--- src/rtl/ssd_scan_driver.sv ---
// ssd_scan_driver: time-multiplexes four active-low 7-segment codes onto a
// 4-digit common-anode display.
// - One-hot active-low anode selects and a shared active-low segment bus.
// - Codes are snapshotted once per frame, so a digit never changes mid-frame.
// - Each digit slot opens with a blanking window that suppresses ghosting.
// Optional feature: define BLINK_EN to add the 'blink' input, the
// BLINK_FRAMES parameter and a frame-counted blink phase.
module ssd_scan_driver #(
  parameter int DIV          = 100000,
  parameter int BLANK_CYC    = 1000
`ifdef BLINK_EN
  ,
  parameter int BLINK_FRAMES = 64
`endif
) (
  input  logic       clk,
  input  logic       rst_n,
`ifdef BLINK_EN
  input  logic       blink,
`endif
  input  logic [6:0] C0,
  input  logic [6:0] C1,
  input  logic [6:0] C2,
  input  logic [6:0] C3,
  output logic [3:0] an,
  output logic [6:0] seg,
  output logic       frame_tick
);

  localparam int CW = (DIV > 1) ? $clog2(DIV) : 1;
  localparam logic [CW-1:0] CNT_MAX = CW'(DIV - 1);

  // Scan position and shadow state.
  logic [CW-1:0] r_cnt;
  logic [1:0]    r_idx;
  logic          r_primed;
  logic [6:0]    r_shadow [4];

  // Registered outputs.
  logic [3:0]    r_an;
  logic [6:0]    r_seg;
  logic          r_ft;

  logic          w_wrap;
  logic          w_load;
  logic          w_blank;
  logic          w_off;
  logic [3:0]    w_an_nxt;
  logic [6:0]    w_seg_nxt;

  assign w_wrap = (r_cnt == CNT_MAX);
  // The first edge after reset primes the shadow; afterwards the shadow only
  // reloads on the last cycle of digit 3, i.e. exactly at frame boundaries.
  assign w_load = !r_primed || (w_wrap && (r_idx == 2'd3));

  // Blanking window at the start of each slot (absent when BLANK_CYC is 0).
  generate
    if (BLANK_CYC == 0) begin : g_no_blank
      assign w_blank = 1'b0;
    end else begin : g_blank
      assign w_blank = (r_cnt < CW'(BLANK_CYC));
    end
  endgenerate

`ifdef BLINK_EN
  // Frames begun in the current blink phase. The prime load opens frame 0,
  // so the phase flips at the start of frame BLINK_FRAMES, 2*BLINK_FRAMES...
  localparam int FW = $clog2(BLINK_FRAMES + 1);
  logic [FW-1:0] r_frm;
  logic          r_phase;

  // Blink phase advances on the load edge itself so whole frames are masked.
  always_ff @(posedge clk or negedge rst_n) begin
    if (!rst_n) begin
      r_frm   <= '0;
      r_phase <= 1'b0;
    end else if (w_load) begin
      if (r_frm == FW'(BLINK_FRAMES)) begin
        r_frm   <= FW'(1);
        r_phase <= ~r_phase;
      end else begin
        r_frm   <= r_frm + FW'(1);
      end
    end
  end

  assign w_off = w_blank || (blink && r_phase);
`else
  assign w_off = w_blank;
`endif

  // Slot counter and digit index; idx advances when the slot counter wraps.
  always_ff @(posedge clk or negedge rst_n) begin
    if (!rst_n) begin
      r_cnt    <= '0;
      r_idx    <= 2'd0;
      r_primed <= 1'b0;
    end else begin
      r_primed <= 1'b1;
      if (w_wrap) begin
        r_cnt <= '0;
        r_idx <= r_idx + 2'd1;
      end else begin
        r_cnt <= r_cnt + CW'(1);
      end
    end
  end

  // Shadow codes: all four digits captured together on a load edge.
  always_ff @(posedge clk or negedge rst_n) begin
    if (!rst_n) begin
      for (int i = 0; i < 4; i++) r_shadow[i] <= 7'h7F;
    end else if (w_load) begin
      r_shadow[0] <= C0;
      r_shadow[1] <= C1;
      r_shadow[2] <= C2;
      r_shadow[3] <= C3;
    end
  end

  // Next output value, derived from the present scan position and shadow;
  // anode and segment come from the same idx so they always switch together.
  always_comb begin
    w_an_nxt  = 4'hF;
    w_seg_nxt = 7'h7F;
    if (!w_off) begin
      w_an_nxt  = ~(4'b0001 << r_idx);
      w_seg_nxt = r_shadow[r_idx];
    end
  end

  // Output registers; asynchronous reset blanks the display immediately.
  always_ff @(posedge clk or negedge rst_n) begin
    if (!rst_n) begin
      r_an  <= 4'hF;
      r_seg <= 7'h7F;
      r_ft  <= 1'b0;
    end else begin
      r_an  <= w_an_nxt;
      r_seg <= w_seg_nxt;
      r_ft  <= w_load;
    end
  end

  assign an         = r_an;
  assign seg        = r_seg;
  assign frame_tick = r_ft;

endmodule

--- config.mk ---
export PLATFORM = sky130hd
export DESIGN_NAME = ssd_scan_driver
export DESIGN_NICKNAME = d
export VERILOG_FILES = /design/src/rtl/ssd_scan_driver.sv
export SDC_FILE = /design/constraint.sdc
export NUM_CORES = 1
export LEC_CHECK = 0
export ABC_AREA = 1
export BUFFER_PORTS_ARGS = -buffer_cell sky130_fd_sc_hd__buf_2
export CAP_MARGIN = 30
export CORE_AREA = 4 4 85 119
export DETAILED_ROUTE_END_ITERATION = 10
export DIE_AREA = 0 0 89 123
export PLACE_DENSITY = 0.6
export REMOVE_ABC_BUFFERS = 1
export SLEW_MARGIN = 0
export SYNTH_ARGS = -nofsm -noshare
export SYNTH_HDL_FRONTEND = slang
export SYNTH_SLANG_ARGS = --single-unit
--- constraint.sdc ---
create_clock -name clk -period 1.6 [get_ports clk]
set_clock_uncertainty 0.2 [all_clocks]
set_input_delay 0.32 -clock clk [delete_from_list [all_inputs] [get_ports clk]]
set_output_delay 0.32 -clock clk [all_outputs]
set_load 0.02 [all_outputs]
* After elaboration in Yosys (flattened, before gate mapping) *
Cells that the tools add are included.
Widths: inputs -> output; s select.

cells by class
  $add $sub $neg = 2
  reduce and logical (&&, ||, !) cells = 3
  muxes and demuxes = 6
  bitwise logic cells = 2
  shifts and indexed selects = 1
  equality and inequality tests = 2
  $lt $le $gt $ge = 2

operator list
  cell                   number
  $mux 7                 3
  $add 17x1->17 const B  1
  $eq 17x17->1 const B   1
  $lt 17x10->1 const B   1
  $mux 17                1
  $bmux 7 s2             1
  $mux 4                 1
  $not 4->4              1
  $shl 1x2->4 const A    1
  $ge 3x3->1 const B     1
  $not 2->3              1
  $add 2x1->2 const B    1
  $eq 2x2->1 const B     1
  $logic_and 1x1->1      1
  $logic_not 1->1        1
  $logic_or 1x1->1       1

word-level totals
  bits in registers = 60

* Depth between registers and ports, before layout *
  word-level depth = 5
  gate-level depth with buffers = 11
  gate-level depth less buffers = 9

* Least setup slack after synthesis *
OpenSTA, ideal clock, no wires.

  path kind = flip-flop to flip-flop
  from = reg r_idx[0]
  to = reg r_idx[1]
  arrival = 1.316 ns
  data required time = 1.271 ns
  period minus slack after synthesis = 1.645 ns
  path slack = -0.045 ns
  cell stages (with the launch flop) = 6
  cells stage by stage = dfrtp_1 -> inv_1 -> buf_1 -> ha_1 -> nor2_1 -> a21oi_1

on the way
  cells in the longest elaborated chain, start to end = 1

ends and longest elaborated chain
  what                    line  source
  start, declared         35    logic [1:0] r_idx;
  start signal, assigned  102   r_idx <= r_idx + 2'd1;
  $add 2x1->2             102

Every way passes these cells.
A chain may end at the register's enable or synchronous reset.

* Final worst setup path *
  from = reg r_cnt[1]
  to = reg r_shadow[10] in the netlist's numbering

on the way
  cells in the longest elaborated chain, start to end = 3

ends and longest elaborated chain
  what                    line  source
  start, declared         34    logic [CW-1:0] r_cnt;
  start signal, assigned  104   r_cnt <= r_cnt + CW'(1);
  $eq 17x17->1            51    assign w_wrap = (r_cnt == CNT_MAX);
  $logic_and 1x1->1       54    assign w_load = !r_primed || (w_wrap && (r_idx == 2'd3));
  $logic_or 1x1->1        54
  end, declared           37    logic [6:0] r_shadow [4];

Every way passes these cells.

==> summary.md <==
| Metric | Value |
|---|---|
| Most used standard cell by instance count after synthesis | `sky130_fd_sc_hd__nand2_1` |
| Starting DRC count in detailed routing | `83` |
| Count of final max-slew check failures | `0` |
| NetSw | `0.842 mW` |
| Number of global-route vias before repair | `2654` |
| Worst flop-to-flop path endpoint | `r_shadow[10]$_DFFE_PN1P_` |
| Cell with the largest stage delay on the worst path | `sky130_fd_sc_hd__dfrtp_1` |
| Violated checks | `setup timing` |
| Relative contribution of the clock network to total power | `46.3%` |
| Async SR Flop Fraction | `100%` |
| Dpl cells | `489` |
| HPWL reported at the end of detailed placement | `5.16 mm` |
| Die outline area | `0.0109 mm2` |
| Number of antenna violations at the first check in global routing | `0` |
| Num rows | `41` |
| Routability congestion estimate from global placement | `0.835` |
| Shortest period the worst path allows | `1.67 ns` |
| Mean number of vias per cell | `4.76` |
| Clock insertion delay at the later pin of the skew report | `0.33 ns` |
| Total of max-cap violations | `0` |
| Largest incremental delay on the critical path | `0.35 ns` |
| Critical path buffer and inverter count | `2` |
| Critical path data required time | `1.67 ns` |
| H-tree levels | `3` |
| Gr usage total | `14.3%` |
| Antenna viol nets, final | `0` |
| Number of cells on the worst reg-to-reg path | `10` |
| Power Density | `861 mW/mm2` |
| Count of warnings emitted by yosys | `0` |
| Switching fraction of total power | `22.6%` |
| Cell class contributing the biggest share of worst-path delay | `simple AND/OR/NAND/NOR gates` |
| Cells along the critical path | `ha_2 -> nand2_2 -> inv_2 -> nand2_2 -> nor2_4 -> nand4_4 -> nand2_4 -> clkbuf_16 -> nand2_2 -> nand2_1` |
| Initial Util | `33.7%` |
| Setup repair after global routing missed its margin | `true` |
| Post-Route WL | `7.33 mm` |
| Worst-case setup margin in the final layout | `-0.0691 ns` |
| CP Launch Type | `flip-flop` |
| Worst slack after detailed placement | `-0.0856 ns` |
| Overall power consumption | `3.72 mW` |
| Count of endpoints failing setup in the final report | `32` |
| Count of flip-flops with a built-in enable after synthesis | `0` |
| Post-Synthesis Cell Area | `0.00303 mm2` |
| Static Leak | `2.03 nW` |
| Number of hold violations in the final report | `0` |
| Height of the die | `123 um` |
| Final #Nets | `462` |
| Yosys top cell by area | `sky130_fd_sc_hd__dfstp_2` |
| Worst reg2reg path startpoint | `r_cnt[1]$_DFF_PN0_` |
| Gr ovfl total | `0` |
| Yosys top cell area share | `33.9%` |
| Total clock sinks | `60` |
| Most common library cells after synthesis | `sky130_fd_sc_hd__nand2_1 (68), sky130_fd_sc_hd__dfstp_2 (39), sky130_fd_sc_hd__nor2_1 (35), sky130_fd_sc_hd__inv_1 (22)` |
| Synth unique cells | `35` |
| CTS clock-pin slew for the worst setup and hold paths | `0.05 ns` |
| Synthesized instance count | `322` |
| Synth top area cells | `sky130_fd_sc_hd__dfstp_2 (34%), sky130_fd_sc_hd__dfrtp_1 (17%), sky130_fd_sc_hd__nand2_1 (8.4%), sky130_fd_sc_hd__nand3_2 (6.9%), sky130_fd_sc_hd__nand2_2 (4.3%)` |
| Via count | `2564` |
| Part of the cycle the worst path needs | `104%` |
| Combinational share of power | `8.4%` |
| Setup slack of the most critical reg-to-reg path | `-0.07 ns` |
| Most frequent CP cell | `sky130_fd_sc_hd__nand2_2` |
| Proportion of synthesized chip area in sequential cells | `51.2%` |
| Status | `finished with violations` |
| Internal power of the cells | `2.88 mW` |
| Maximum clock frequency | `599 MHz` |
| Worst ir drop on vdd | `0.000519 V` |
| Maximum number of pins on one net before global-route repair | `26` |
| Router iterations before antenna repair | `4` |
| Final cell utilization of the core | `48.2%` |
| Seq cells post-synth | `60` |
| Post-detailed-route wirelength per cell | `13.6 um` |
| Global-route wire length before repair | `12.0 mm` |
| Post-route DRC violation count | `0` |
| I/O pins | `42` |
| Mean instance size in the synthesized netlist | `9.40 um2` |
| Crit Path Category | `reg -> reg` |
| Kind of end point of the critical path | `flip-flop` |
| Root buf cell | `sky130_fd_sc_hd__clkbuf_16` |
| Core area | `0.00898 mm2` |
| Type of the worst min-delay path | `in -> async` |
| Primary flip-flop cell chosen by synthesis mapping | `sky130_fd_sc_hd__dfstp_2` |
| Largest fanout on the critical path | `8` |
| Fraction of final layout cells sized beyond drive strength 1 | `47.5%` |
| Worst-case clock buffer depth | `2` |
| Ant diodes | `0` |
| Seq pwr share | `45.3%` |
| CTS tree | `yes` |
| Setup total negative slack | `-1.03 ns` |
| Arrival time of data at the critical path endpoint | `1.74 ns` |
| Signed area change from the synthesized netlist to the final layout | `42.9%` |
| Final instance count without filler cells | `539` |
| Number of clock buffers inserted by TritonCTS | `9` |
| Port buffer count | `41` |
| Chip width | `89 um` |
[area by class of cell]
cell class,instances,area [um2]
Fill cell,831,4650
Sequential cell,60,1550
Multi-Input combinational cell,224,1410
Timing Repair Buffer,107,871
Clock buffer,13,250
Tap cell,107,134
Inverter,25,93.8
Clock inverter,3,15.0
[cell families (layout without fill, tap and decap cells)]
logic type	after synthesis	in the layout	share of synthesized area, %
simple gates	180	180	31.6
flops	60	60	51.2
buf+inv	38	148	6.70
compound gates	31	31	6.24
xor+xnor	7	7	2.03
fa+ha+maj	5	5	2.07
other cells	1	1	0.124
[registers in the layout, summed over array words and instances (netlist names)]
| name | count |
|---|---|
| r_shadow | 28 |
| an | 4 |
| r_primed | 1 |
| r_idx | 2 |
| r_cnt | 17 |
| seg | 7 |
| frame_tick | 1 |
[power by group through the flow]
| stage | combinational [mW] | clock (mW) | sequential, mW |
|---|---|---|---|
| after floorplan | 0.0990 | 0 | 1.70 |
| after global placement | 0.225 | 0 | 1.70 |
| after detailed placement | 0.229 | 0 | 1.71 |
| after CTS | 0.285 | 1.78 | 1.68 |
| after global routing | 0.349 | 1.84 | 1.69 |
| final | 0.312 | 1.72 | 1.69 |
[cells in the final DEF (no fill, tap or decap), drive strengths merged]
cell type / synthesis / final
xnor2: 1 / 1
dfstp: 39 / 39
nand3: 37 / 37
nor3b: 1 / 1
o21ai: 19 / 19
o21bai: 1 / 1
nand4: 5 / 5
nor2: 39 / 39
nand2: 90 / 90
a21oi: 3 / 3
clkbuf: 1 / 15
o221ai: 7 / 7
xor2: 6 / 6
clkinv: 0 / 3
conb: 1 / 1
nor3: 7 / 7
ha: 5 / 5
nand3b: 1 / 1
dfrtp: 21 / 21
o211a: 1 / 1
inv: 25 / 25
buf: 12 / 76
dlygate4sd3: 0 / 29
[repair_timing]
| action | 4_1_cts | 5_1_grt |
|---|---|---|
| cloned | 0 | 2 |
| resized for setup | 2 | 34 |
| pin swaps | 0 | 5 |
| hold buffers | 29 | 0 |
| endpoints found under the setup margin | 39 | 46 |
| endpoints found under the hold margin | 38 | 0 |
| buffers inserted | 0 | 3 |
[metal layers]
layer  up-vias  track usage [%]  share of wire (%)
met4         0             5.96                2.1
li1       1254                -                  -
met3        15             3.27                4.6
met5         -                0                  0
met1      1231             17.5                 42
met2        64             24.1                 51
[how the worst max path moves through the flow]
stage	start	end	slack, ns	depth (start not counted)
5_1_grt	r_cnt[1]$_DFF_PN0_	r_shadow[20]$_DFFE_PN1P_	-0.17	10
3_5_place_dp	r_cnt[1]$_DFF_PN0_	r_shadow[9]$_DFFE_PN1P_	-0.09	10
6_report	r_cnt[1]$_DFF_PN0_	r_shadow[10]$_DFFE_PN1P_	-0.07	10
4_1_cts	r_cnt[1]$_DFF_PN0_	r_shadow[9]$_DFFE_PN1P_	-0.09	10
3_3_place_gp	r_cnt[3]$_DFF_PN0_	r_cnt[14]$_DFF_PN0_	-0.05	5
2_1_floorplan	r_cnt[0]$_DFF_PN0_	r_shadow[13]$_DFFE_PN1P_	-0.43	9
[through the flow]
step,hold WS [ns],area [um2]
finish,0.242,4320
global route,0.281,4320
CTS,0.242,4120
detailed placement,0.0569,3560
global placement,0.0538,3560
floorplan,-0.176,2920
No activity file was read; power rests on OpenSTA's default activity.
